--- src/rtl/x_serializer.sv ---
// Parallel-to-serial front end feeding the machine_d detector: MSB-first bits on x with x_valid and frame_done.
// Optional even-parity trailer bit is enabled by defining XSER_PARITY_EN.
module x_serializer #(
  parameter int WIDTH = 8
) (
  input  logic             CLK,
  input  logic             RESET,
  input  logic             in_valid,
  output logic             in_ready,
  input  logic [WIDTH-1:0] in_data,
  input  logic [3:0]       in_len,
  input  logic             hold,
  output logic             x,
  output logic             x_valid,
  output logic             busy,
  output logic             frame_done
);

  localparam logic [3:0] W4 = 4'(WIDTH);

  typedef enum logic [1:0] {
    S_IDLE   = 2'd0,
    S_SHIFT  = 2'd1,
`ifdef XSER_PARITY_EN
    S_PARITY = 2'd2,
`endif
    S_DONE   = 2'd3
  } state_t;

  state_t           state, state_d;
  logic [WIDTH-1:0] sreg, sreg_d;
  logic [3:0]       cnt, cnt_d;
  logic             x_d, x_valid_d, busy_d, frame_done_d;
  logic [3:0]       eff_len;
  logic [WIDTH-1:0] aligned;
  logic             take;
`ifdef XSER_PARITY_EN
  logic             par, par_d;
`endif

  assign in_ready = (state == S_IDLE) || (state == S_DONE);
  assign take     = in_valid && in_ready;
  assign eff_len  = (in_len == 4'd0 || in_len > W4) ? W4 : in_len;
  // Left-align the selected bits so the next bit to send is always at the MSB.
  assign aligned  = in_data << (W4 - eff_len);

  // NOTE: sequential state uses non-blocking assignments so every register samples pre-edge values.
  always_ff @(posedge CLK or negedge RESET) begin
    if (!RESET) begin
      state      <= S_IDLE;
      sreg       <= '0;
      cnt        <= '0;
      x          <= 1'b0;
      x_valid    <= 1'b0;
      busy       <= 1'b0;
      frame_done <= 1'b0;
`ifdef XSER_PARITY_EN
      par        <= 1'b0;
`endif
    end else begin
      state      <= state_d;
      sreg       <= sreg_d;
      cnt        <= cnt_d;
      x          <= x_d;
      x_valid    <= x_valid_d;
      busy       <= busy_d;
      frame_done <= frame_done_d;
`ifdef XSER_PARITY_EN
      par        <= par_d;
`endif
    end
  end

  always_comb begin
    state_d = state;
    case (state)
      S_IDLE:  if (take) state_d = S_SHIFT;
      S_SHIFT: if (!hold && cnt == 4'd0) begin
`ifdef XSER_PARITY_EN
        state_d = S_PARITY;
`else
        state_d = S_DONE;
`endif
      end
`ifdef XSER_PARITY_EN
      S_PARITY: if (!hold) state_d = S_DONE;
`endif
      S_DONE:  state_d = take ? S_SHIFT : S_IDLE;
      default: state_d = S_IDLE;
    endcase
  end

  // Outputs are registered: this computes the values presented in the next cycle.
  always_comb begin
    // NOTE: every signal gets a default first so no path can infer a latch.
    x_d          = x;
    x_valid_d    = 1'b0;
    busy_d       = busy;
    frame_done_d = 1'b0;
    sreg_d       = sreg;
    cnt_d        = cnt;
`ifdef XSER_PARITY_EN
    par_d        = par;
`endif
    case (state)
      S_IDLE, S_DONE: begin
        x_d    = 1'b0;
        busy_d = 1'b0;
        if (take) begin
          x_d       = aligned[WIDTH-1];
          x_valid_d = 1'b1;
          busy_d    = 1'b1;
          sreg_d    = aligned << 1;
          cnt_d     = eff_len - 4'd1;
`ifdef XSER_PARITY_EN
          par_d     = aligned[WIDTH-1];
`endif
        end
      end
      S_SHIFT: begin
        if (!hold) begin
          if (cnt != 4'd0) begin
            x_d       = sreg[WIDTH-1];
            x_valid_d = 1'b1;
            sreg_d    = sreg << 1;
            cnt_d     = cnt - 4'd1;
`ifdef XSER_PARITY_EN
            par_d     = par ^ sreg[WIDTH-1];
`endif
          end else begin
`ifdef XSER_PARITY_EN
            x_d       = par;
            x_valid_d = 1'b1;
`else
            x_d          = 1'b0;
            busy_d       = 1'b0;
            frame_done_d = 1'b1;
`endif
          end
        end
      end
`ifdef XSER_PARITY_EN
      S_PARITY: begin
        if (!hold) begin
          x_d          = 1'b0;
          busy_d       = 1'b0;
          frame_done_d = 1'b1;
        end
      end
`endif
      default: ;
    endcase
  end

endmodule

--- config.mk ---
export PLATFORM = sky130hd
export DESIGN_NAME = x_serializer
export DESIGN_NICKNAME = d
export VERILOG_FILES = /design/src/rtl/x_serializer.sv
export SDC_FILE = /design/constraint.sdc
export NUM_CORES = 1
export LEC_CHECK = 0
export CORE_MARGIN = 2
export CORE_UTILIZATION = 55
export CTS_CLUSTER_DIAMETER = 30
export DETAILED_ROUTE_END_ITERATION = 8
export HOLD_SLACK_MARGIN = 0.05
export PLACE_DENSITY = 0.8
export SLEW_MARGIN = 20
export SYNTH_ARGS = -nofsm -noshare
export SYNTH_HDL_FRONTEND = slang
export SYNTH_SLANG_ARGS = --single-unit
--- constraint.sdc ---
create_clock -name CLK -period 6.39 [get_ports CLK]
set_input_delay 0.9585 -clock CLK [delete_from_list [all_inputs] [get_ports CLK]]
set_output_delay 0.9585 -clock CLK [all_outputs]
set_load 0.02 [all_outputs]
==> key figures, run 1 <==
Outcome
  • Status: finished, final reports clean

Route
  • WL per Instance: 14.1 um
  • Final wirelength: 2700 um
  • Final routed DRC violation total: 0
  • Starting DRT DRC Count: 42
  • Vias after detailed routing: 1,127
  • Routed Antenna Nets: 0
  • Via-to-Cell Ratio: 5.87
  • First-pass iteration count of the detailed router: 4

Global routing
  • GR Util All Layers: 22.9%
  • Grt met1 use: 29.1%
  • Initial antenna violation count: 0
  • First-pass GRT wire length: 4630 um
  • Met3 usage: 3.45%
  • Vias in the first global route: 1,097
  • Largest net degree at the start of global routing: 23
  • GRT Max-Usage Layer: met2
  • Global Route met2 Usage: 37.6%
  • Total grt overflow: 0

Synth
  • Cells after Synth: 144
  • Synth Cell Area: 0.00127 mm^2
  • Register area share after synthesis: 33.4%
  • Mapped Nets: 166
  • Mapped Avg Cell Area: 8.85 um^2
  • Synth Flop Type: dfrtp_1
  • Top-area cell type share of the netlist area: 33.4%
  • Ys Warns: 0
  • Largest cells by area after synthesis: dfrtp_1 (33%), ha_1 (5.9%), mux2i_1 (4.7%)
  • FF+latch count, synth: 17
  • Number of enable flip-flop cells after synthesis: 0
  • Most common cell in the netlist: dfrtp_1
  • Netlist cell types: 49
  • List of most frequent post-synthesis cells: dfrtp_1 (17), nand2_1 (15), a21oi_1 (9), inv_1 (9), nor2_1 (9)
  • Asr flop ratio synth: 100%
  • Post-synth top area cell: dfrtp_1

Layout
  • Nets: 187
  • Area Growth Syn to Fin: 18.6%
  • Finished layout cell area: 0.00151 mm^2
  • Fillers: 166
  • Share of the core filled with cells: 68.4%
  • ANT cells: 0
  • Layout cell share with drive strength beyond 1: 7.32%

Die
  • Rows: 17
  • Die Ht: 52.1 um
  • Core ar.: 0.00221 mm^2
  • Io pins: 21
  • Starting Density: 57.6%
  • Die Wd: 52.1 um
  • Die area: 0.00272 mm^2

Setup path
  • Worst path cell trace: clkdlybuf4s50_1 -> nor2b_4 -> inv_2 -> ha_1 -> mux2i_1 -> o32a_1 -> a21o_1 -> and3_1 -> o31ai_1
  • Arr. time, crit path: 3250 ps
  • CP max stage delay: 600 ps
  • CP Capture Type: flop
  • Largest fanout on the critical path: 7
  • Worst Setup Path Type: in -> reg
  • Crit start category: input pin
  • Reg2reg start: state[1]
  • Critical path's slowest cell: clkdlybuf4s50_1
  • Req. time, crit path: 6600 ps
  • CP Launch Point: in_len[0]
  • Bufs and invs on worst path: 2
  • Critical path's top delay family: buffers and inverters

Pwr
  • P_int: 0.000346 W
  • Sw power: 0.000308 W
  • Peak VDD IR: 0.368 mV
  • Power Total: 0.000655 W
  • P_leak: 0.662 nW
  • Sw frac: 47.1%
  • Clock power frac: 9.0%
  • Total power per unit cell area: 433 mW/mm^2
  • Combinational power share: 61.9%
  • Sequential power share: 29.1%

Placement
  • DP Area: 0.00149 mm^2
  • Post-DP HPWL: 2180 um
  • Port bufs: 20
  • RD Place Congestion: 0.939

STA
  • Setup TNS: 0 ps
  • Final period util: 47.5%
  • Final Hold Vio Count: 0
  • Post-route minimum period: 3030 ps
  • Fmax: 330 MHz
  • Final setup violation count: 0
  • Min Hold Slack: 491 ps
  • Clock skew: 8.08 ps
  • Actual slew at the worst max-slew pin: 821 ps
  • Slew Viols, Final: 0
  • Slew headroom: 45.3%
  • RSZ-0062 raised after global routing: false

Clock tree
  • Clock Path Buffers: 2
  • Worst-path clk slew: 100 ps
  • CTS Buf Count: 3
  • Cts hold-fix bufs: 0
  • Post-CTS setup buffers: 0
  • Clk sink count: 17
  • CTS H-tree depth: 1
  • CTS tree: built
  • Resized cells post-CTS: 0
  • Clk_lat worst skew: 290 ps
  • Root Buffer: clkbuf_4

Worst hold path
  • Worst Hold Launch: sreg[4]
  • Worst hold-check path type: reg -> reg

Flow run
  • Max-cap viol count: 0
## path summary, 6_finish.rpt
check / to / slack [ps] / cells past startpoint
worst max-delay path: x / 3360 / 9
worst min-delay path: sreg[4] / 490 / 2
worst max register to register: cnt[2] / 4110 / 7
worst min register to register: sreg[4] / 490 / 2
max in group asynchronous: sreg[2] / 4810 / 1
min in group asynchronous: frame_done / 1100 / 1
## state kept, by name (all words and copies together) (netlist names)
signal,count
x,1
sreg,7
frame_done,1
cnt,4
state,2
busy,1
x_valid,1
## routing by layer
layer  vias up  routed length [um]
met1       523                1260
met5         -                   0
li1        561                   -
met2        39                1250
met3         4                 135
met4         0                  55
## cells by family after synthesis
kind of cell | after synthesis | share of synthesized area [%]
multiplexers | 9 | 8.24
AO/OA/AOI/OAI | 43 | 22.1
flip-flops | 17 | 33.4
XOR/XNOR | 3 | 2.65
buffers and inverters | 14 | 4.81
AND/OR/NAND/NOR | 52 | 23.0
adder cells (fa/ha/maj) | 6 | 5.89
## power groups by stage
stage | registers, W | clock network (W) | logic (W)
2_1_floorplan | 0.000196 | 0 | 0.000292
6_report | 0.000191 | 0.0000589 | 0.000405
4_1_cts | 0.000191 | 0.0000591 | 0.000406
3_3_place_gp | 0.000192 | 0 | 0.000394
5_1_grt | 0.000198 | 0.0000618 | 0.000458
3_5_place_dp | 0.000193 | 0 | 0.000406
## worst min-delay path, stage by stage (launching register included)
cell     delay (ps)
dfrtp_1         350
nand2_1          50
nand3_1          60
## placed cells by master, fill, tap and decap left out, drive strengths merged, types with 4 or more instances in the layout
master / instances
a21oi: 9
clkbuf: 4
clkdlybuf4s50: 20
dfrtp: 17
ha: 6
inv: 10
mux2i: 6
nand2: 15
nand2b: 4
nand3: 7
nor2: 10
nor2b: 4
o21ai: 11
o31ai: 4
## stage by stage
step	cells	worst slack, ps
3_3_place_gp	188	3150
6_report	192	3360
5_1_grt	192	3200
4_1_cts	192	3390
2_1_floorplan	144	3840
3_5_place_dp	188	3090
## layout make-up
type                            count  area [um^2]  area share, %
Clock buffer                        4         26.3           1.74
Inverter                           10         37.5           2.48
Multi-Input combinational cell    113          788           52.1
Sequential cell                    17          425           28.1
Tap cell                           28         35.0           2.32
Timing Repair Buffer               20          200           13.2
No activity file was read; power rests on OpenSTA's default activity.
==> inputs of run 2 (changes only) <==
--- a/config.mk
+++ b/config.mk
@@ -6,11 +6,11 @@
 export NUM_CORES = 1
 export LEC_CHECK = 0
 export CORE_MARGIN = 2
-export CORE_UTILIZATION = 55
+export CORE_UTILIZATION = 53
 export CTS_CLUSTER_DIAMETER = 30
 export DETAILED_ROUTE_END_ITERATION = 8
 export HOLD_SLACK_MARGIN = 0.05
-export PLACE_DENSITY = 0.8
+export PLACE_DENSITY = 0.77
 export SLEW_MARGIN = 20
 export SYNTH_ARGS = -nofsm -noshare
 export SYNTH_HDL_FRONTEND = slang
==> constraint.sdc (replaced) <==
create_clock -name CLK -period 2.9 [get_ports CLK]
set_input_delay 0.435 -clock CLK [delete_from_list [all_inputs] [get_ports CLK]]
set_output_delay 0.435 -clock CLK [all_outputs]
set_load 0.02 [all_outputs]
==> run 2 against run 1 <==
Compared with the run above: setup slack lost 2900 ps; critical path type unchanged; hold slack gained 4.1 ps; utilization barely moved; critical path depth did not move; highest routed layer unchanged.
==> key figures, run 2 (synthesized netlist as in run 1, its figures left out) <==
Setup path
  • Arr. time, crit path: 2620 ps (-630 ps)
  • Crit start category: input pin
  • Req. time, crit path: 3100 ps (-3500 ps)
  • Worst Setup Path Type: in -> reg
  • CP Capture Type: flop
  • Largest fanout on the critical path: 7 (unchanged)

Clock tree
  • Clock Path Buffers: 2 (unchanged)
  • Clk_lat worst skew: 290 ps (about the same)
  • Clk sink count: 17 (unchanged)
  • CTS H-tree depth: 1 (unchanged)
  • Worst-path clk slew: 100 ps (about the same)
  • CTS tree: built
  • Cts hold-fix bufs: 0 (unchanged)
  • Post-CTS setup buffers: 0 (unchanged)
  • Resized cells post-CTS: 0 (unchanged)
  • Root Buffer: clkbuf_4
  • CTS Buf Count: 3 (unchanged)

Route
  • Final wirelength: 2950 um (+9.0%)
  • Routed Antenna Nets: 0 (unchanged)
  • Via-to-Cell Ratio: 5.93 (+0.99%)
  • WL per Instance: 15.2 um (+7.9%)
  • Vias after detailed routing: 1,150 (+2.0%)
  • Starting DRT DRC Count: 48 (+14%)
  • First-pass iteration count of the detailed router: 4 (unchanged)
  • Final routed DRC violation total: 0 (unchanged)

STA
  • Fmax: 413 MHz
  • Final Hold Vio Count: 0 (unchanged)
  • Clock skew: 7.62 ps (-0.462 ps)
  • Actual slew at the worst max-slew pin: 780 ps (-41.4 ps)
  • Min Hold Slack: 495 ps (+4.06 ps)
  • Slew Viols, Final: 0 (unchanged)
  • RSZ-0062 raised after global routing: false
  • Slew headroom: 47.9% (+2.6 points)
  • Final setup violation count: 0 (unchanged)
  • Final period util: 83.5%
  • Post-route minimum period: 2420 ps
  • Setup TNS: 0 ps (unchanged)

Layout
  • Fillers: 186 (+12%)
  • Top reg by flops: sreg
  • ANT cells: 0 (unchanged)
  • Finished layout cell area: 0.00153 mm^2 (+0.99%)
  • Seq. cell area: 425 um^2 (unchanged)
  • Area of the multi-input gates: 788 um^2 (unchanged)
  • Most common cell after layout, fill and taps aside: clkdlybuf4s50_1
  • Largest regs: sreg: 7 flops, cnt: 4 flops, state: 2 flops
  • Area Growth Syn to Fin: 19.8%
  • Layout cell share with drive strength beyond 1: 8.43% (+1.1 points)
  • Nets: 189 (+1.1%)
  • Max FFs per register: 7 (unchanged)
  • Most frequent cells in the layout: clkdlybuf4s50_1 (20), dfrtp_1 (17), nand2_1 (15)

Die
  • Starting Density: 57.1% (-0.55 points)
  • Die area: 0.00281 mm^2 (+3.5%)
  • Core ar.: 0.00223 mm^2 (+0.96%)
  • Rows: 17 (unchanged)
  • Io pins: 21 (unchanged)
  • Die Ht: 53.0 um (+1.7%)
  • Die Wd: 53.0 um (+1.7%)

Pwr
  • Peak VDD IR: 0.974 mV (+160%)
  • Total power per unit cell area: 953 mW/mm^2 (+120%)
  • Power Total: 0.00146 W (+120%)
  • P_leak: 0.671 nW (+1.5%)

Placement
  • DP Area: 0.00150 mm^2 (+1.0%)
  • Port bufs: 20 (unchanged)
  • RD Place Congestion: 0.938 (-0.17%)
  • Post-DP HPWL: 2300 um (+5.5%)

Flow run
  • Max-cap viol count: 0 (unchanged)

Worst hold path
  • Worst hold-check path type: reg -> reg

Global routing
  • Total grt overflow: 0 (unchanged)
  • Vias in the first global route: 1,121 (+2.2%)
  • Largest net degree at the start of global routing: 23 (unchanged)
  • GR Util All Layers: 25.1% (+2.2 points)
  • First-pass GRT wire length: 5140 um (+11%)
  • Initial antenna violation count: 0 (unchanged)

Outcome
  • Status: finished, final reports clean
==> run 2: changes by cell type in the layout (fill, tap and decap cells not counted) <==
cell   previous run  this run
buf_4             0         2
==> run 2: layer usage <==
metal,part of all wire (%),track usage [%],vias to the layer above
met3,7.2,1.69,4
met5,0,0,-
li1,-,-,565
met4,1.5,9.83,0
met2,48,41.3,57
met1,43,34.2,524
==> run 2: report_power, final <==
| part | switching, W | internal, W | total, W |
|---|---|---|---|
| registers | 0.0000785 | 0.000344 | 0.000423 |
| logic | 0.000538 | 0.000368 | 0.000906 |
| clock network | 0.0000732 | 0.0000534 | 0.000127 |
==> run 2: critical path: stages <==
cell             delay [ps]
clkdlybuf4s50_1         530
nor2b_4                 250
inv_2                   110
ha_1                    330
mux2i_1                 160
o32a_1                  290
a21o_1                  160
and3_1                  160
o31ai_1                 180
==> run 2: cell type report <==
type	instances	area share, %
clock buffer	4	1.72
inverter	10	2.46
multi-input combinational	113	51.6
sequential	17	27.8
tap	28	2.29
timing repair buffer	22	14.1
==> run 2: worst paths after layout <==
path	depth (start not counted)	from	endpoint	slack (ps)
worst min register to register	2	sreg[4]	sreg[4]	490
worst max register to register	7	state[1]	cnt[2]	680
max in group asynchronous	1	RESET	sreg[7]	1820
worst max-delay path	9	in_len[3]	x	480
min in group asynchronous	1	RESET	cnt[2]	590
worst min-delay path	2	sreg[4]	sreg[4]	490
==> run 2: stage by stage <==
stage          std cells  util [%]  worst slack [ps]
2_1_floorplan        144         -               808
3_3_place_gp         190      67.2               257
3_5_place_dp         190      67.2               200
4_1_cts              194      68.4               494
5_1_grt              194      68.4               313
6_report             194      68.4               477
==> inputs of run 3 (changes only) <==
==> constraint.sdc (replaced) <==
create_clock -name CLK -period 2.5 [get_ports CLK]
set_input_delay 0.375 -clock CLK [delete_from_list [all_inputs] [get_ports CLK]]
set_output_delay 0.375 -clock CLK [all_outputs]
set_load 0.02 [all_outputs]
==> run 3 against run 2 <==
Compared with the run above: register-to-register slack lost 190 ps; flip-flop and latch count stayed put; sequential power grew 17%; setup slack lost 140 ps; clock power increased by 18%; hold slack gained 12 ps; largest power group unchanged.
==> key figures, run 3 (synthesized netlist as in run 1, its figures left out) <==
Outcome
  • Status: finished, final reports clean

Route
  • M1 WL: 1430 um (+12%)
  • Starting DRT DRC Count: 40 (-17%)
  • Final wirelength: 2990 um (+1.4%)
  • First-pass iteration count of the detailed router: 4 (unchanged)
  • WL met2: 1380 um (-3.0%)
  • Met3 wire length: 116 um (-46%)
  • WL per Instance: 15.0 um (-1.2%)
  • Via-to-Cell Ratio: 5.88 (-0.73%)
  • Final routed DRC violation total: 0 (unchanged)
  • Routed Antenna Nets: 0 (unchanged)
  • Top layer in use: met4
  • Vias after detailed routing: 1,171 (+1.8%)

STA
  • Worst Slack Setup Final: 341 ps (-137 ps)
  • Final Hold Vio Count: 0 (unchanged)
  • Final period util: 86.4%
  • RSZ-0062 raised after global routing: false
  • Post-route minimum period: 2160 ps
  • Final setup violation count: 0 (unchanged)
  • Setup TNS: 0 ps (unchanged)
  • Slew headroom: 47.9% (about the same)
  • Slew Viols, Final: 0 (unchanged)
  • Fmax: 463 MHz
  • Actual slew at the worst max-slew pin: 779 ps (-0.529 ps)
  • Clock skew: 0.920 ps (-6.70 ps)

Pwr
  • P_leak: 0.695 nW (+3.6%)
  • Sw frac: 47.5% (+0.060 points)
  • Clock power frac: 8.7% (about the same)
  • Combinational power share: 62.6% (+0.3 points)
  • P_int: 0.000905 W (+18%)
  • Peak VDD IR: 0.871 mV (-11%)
  • Total power per unit cell area: 1100 mW/mm^2 (+15%)
  • Sw power: 0.000817 W (+18%)
  • Sequential power share: 28.7% (-0.3 points)

Global routing
  • Initial antenna violation count: 0 (unchanged)
  • Largest net degree at the start of global routing: 18 (-22%)
  • Vias in the first global route: 1,154 (+2.9%)
  • First-pass GRT wire length: 5220 um (+1.6%)
  • GR Util All Layers: 25.8% (+0.72 points)
  • Total grt overflow: 0 (unchanged)

Setup path
  • Req. time, crit path: 2120 ps (-980 ps)
  • Worst Setup Path Type: reg -> out
  • Largest fanout on the critical path: 4 (-3)
  • Arr. time, crit path: 1780 ps (-840 ps)
  • CP Capture Type: output port
  • Crit start category: flop

Clock tree
  • Clk sink count: 17 (unchanged)
  • CTS Buf Count: 3 (unchanged)
  • Post-CTS setup buffers: 0 (unchanged)
  • Cts hold-fix bufs: 0 (unchanged)
  • CTS H-tree depth: 1 (unchanged)
  • Worst-path clk slew: 100 ps (about the same)
  • Resized cells post-CTS: 0 (unchanged)
  • Clock Path Buffers: 2 (unchanged)
  • CTS tree: built
  • Clk_lat worst skew: 290 ps (about the same)
  • Root Buffer: clkbuf_4

Layout
  • Area Growth Syn to Fin: 22.8%
  • ANT cells: 0 (unchanged)
  • Max FFs per register: 7 (unchanged)
  • Layout cell share with drive strength beyond 1: 11.1% (+2.7 points)
  • Top reg by flops: sreg
  • Post-Layout Cell Count: 199 (+2.6%)
  • Most common cell after layout, fill and taps aside: clkdlybuf4s50_1
  • Share of the core filled with cells: 70.1% (+1.7 points)
  • Nets: 194 (+2.6%)
  • Largest regs: sreg: 7 flops, cnt: 4 flops, state: 2 flops
  • Most frequent cells in the layout: clkdlybuf4s50_1 (20), dfrtp_1 (17), nand2_1 (15)

Placement
  • Port bufs: 20 (unchanged)
  • Post-DP HPWL: 2360 um (+2.6%)
  • Pre-CTS setup slack: 95.6 ps (-104 ps)
  • RD Place Congestion: 0.921 (-1.7%)
  • Placed Cells: 195 (+2.6%)

Flow run
  • Max-cap viol count: 0 (unchanged)

Die
  • Rows: 17 (unchanged)
  • Die area: 0.00281 mm^2 (unchanged)
  • Die Wd: 53.0 um (unchanged)
  • Starting Density: 57.1% (unchanged)
  • Io pins: 21 (unchanged)
  • Core ar.: 0.00223 mm^2 (unchanged)
  • Die Ht: 53.0 um (unchanged)

Worst hold path
  • Worst hold-check path type: reg -> reg
run 3: critical path, stage by stage (launching register included):
cell and delay [ps]:
dfrtp_1 410, inv_1 90, ha_1 330, inv_1 70
clkdlybuf4s50_1 590
run 3: final cells by class:
type / instances / area [um^2]
Clock buffer: 4 / 26.3
Sequential cell: 17 / 425
Fill cell: 173 / 668
Inverter: 10 / 37.5
Tap cell: 28 / 35.0
Timing Repair Buffer: 27 / 253
Multi-Input combinational cell: 113 / 788
run 3: power by group through the flow:
stage	Clock, W	Sequential [W]	Combinational [W]
finish	0.000150	0.000494	0.00108
floorplan	0	0.000502	0.000746
CTS	0.000153	0.000491	0.00108
global route	0.000170	0.000509	0.00122
global placement	0	0.000488	0.00104
detailed placement	0	0.000497	0.00107
run 3: path summary, 6_finish.rpt:
kind                                from          to  cells past startpoint  slack (ps)
worst max-delay path            state[1]    in_ready                      4         340
worst min-delay path             sreg[4]     sreg[4]                      2         510
worst max register to register  state[1]     sreg[3]                      7         490
worst min register to register   sreg[4]     sreg[4]                      2         510
max in group asynchronous          RESET     sreg[3]                      1        1490
min in group asynchronous          RESET  frame_done                      1         530
run 3: metrics by stage:
step,total power [W],hold slack (ps),area [um^2]
final,0.00172,507,1570
after global routing,0.00189,541,1570
after CTS,0.00172,507,1570
after detailed placement,0.00157,485,1540
after global placement,0.00153,478,1540
after floorplan,0.00125,79.4,1270
run 3: layer usage:
layer / vias up / GRT usage, %
met2: 38 / 44.2
met5: - / 0
met3: 7 / 1.13
met4: 0 / 11.5
li1: 578 / -
met1: 548 / 33.5
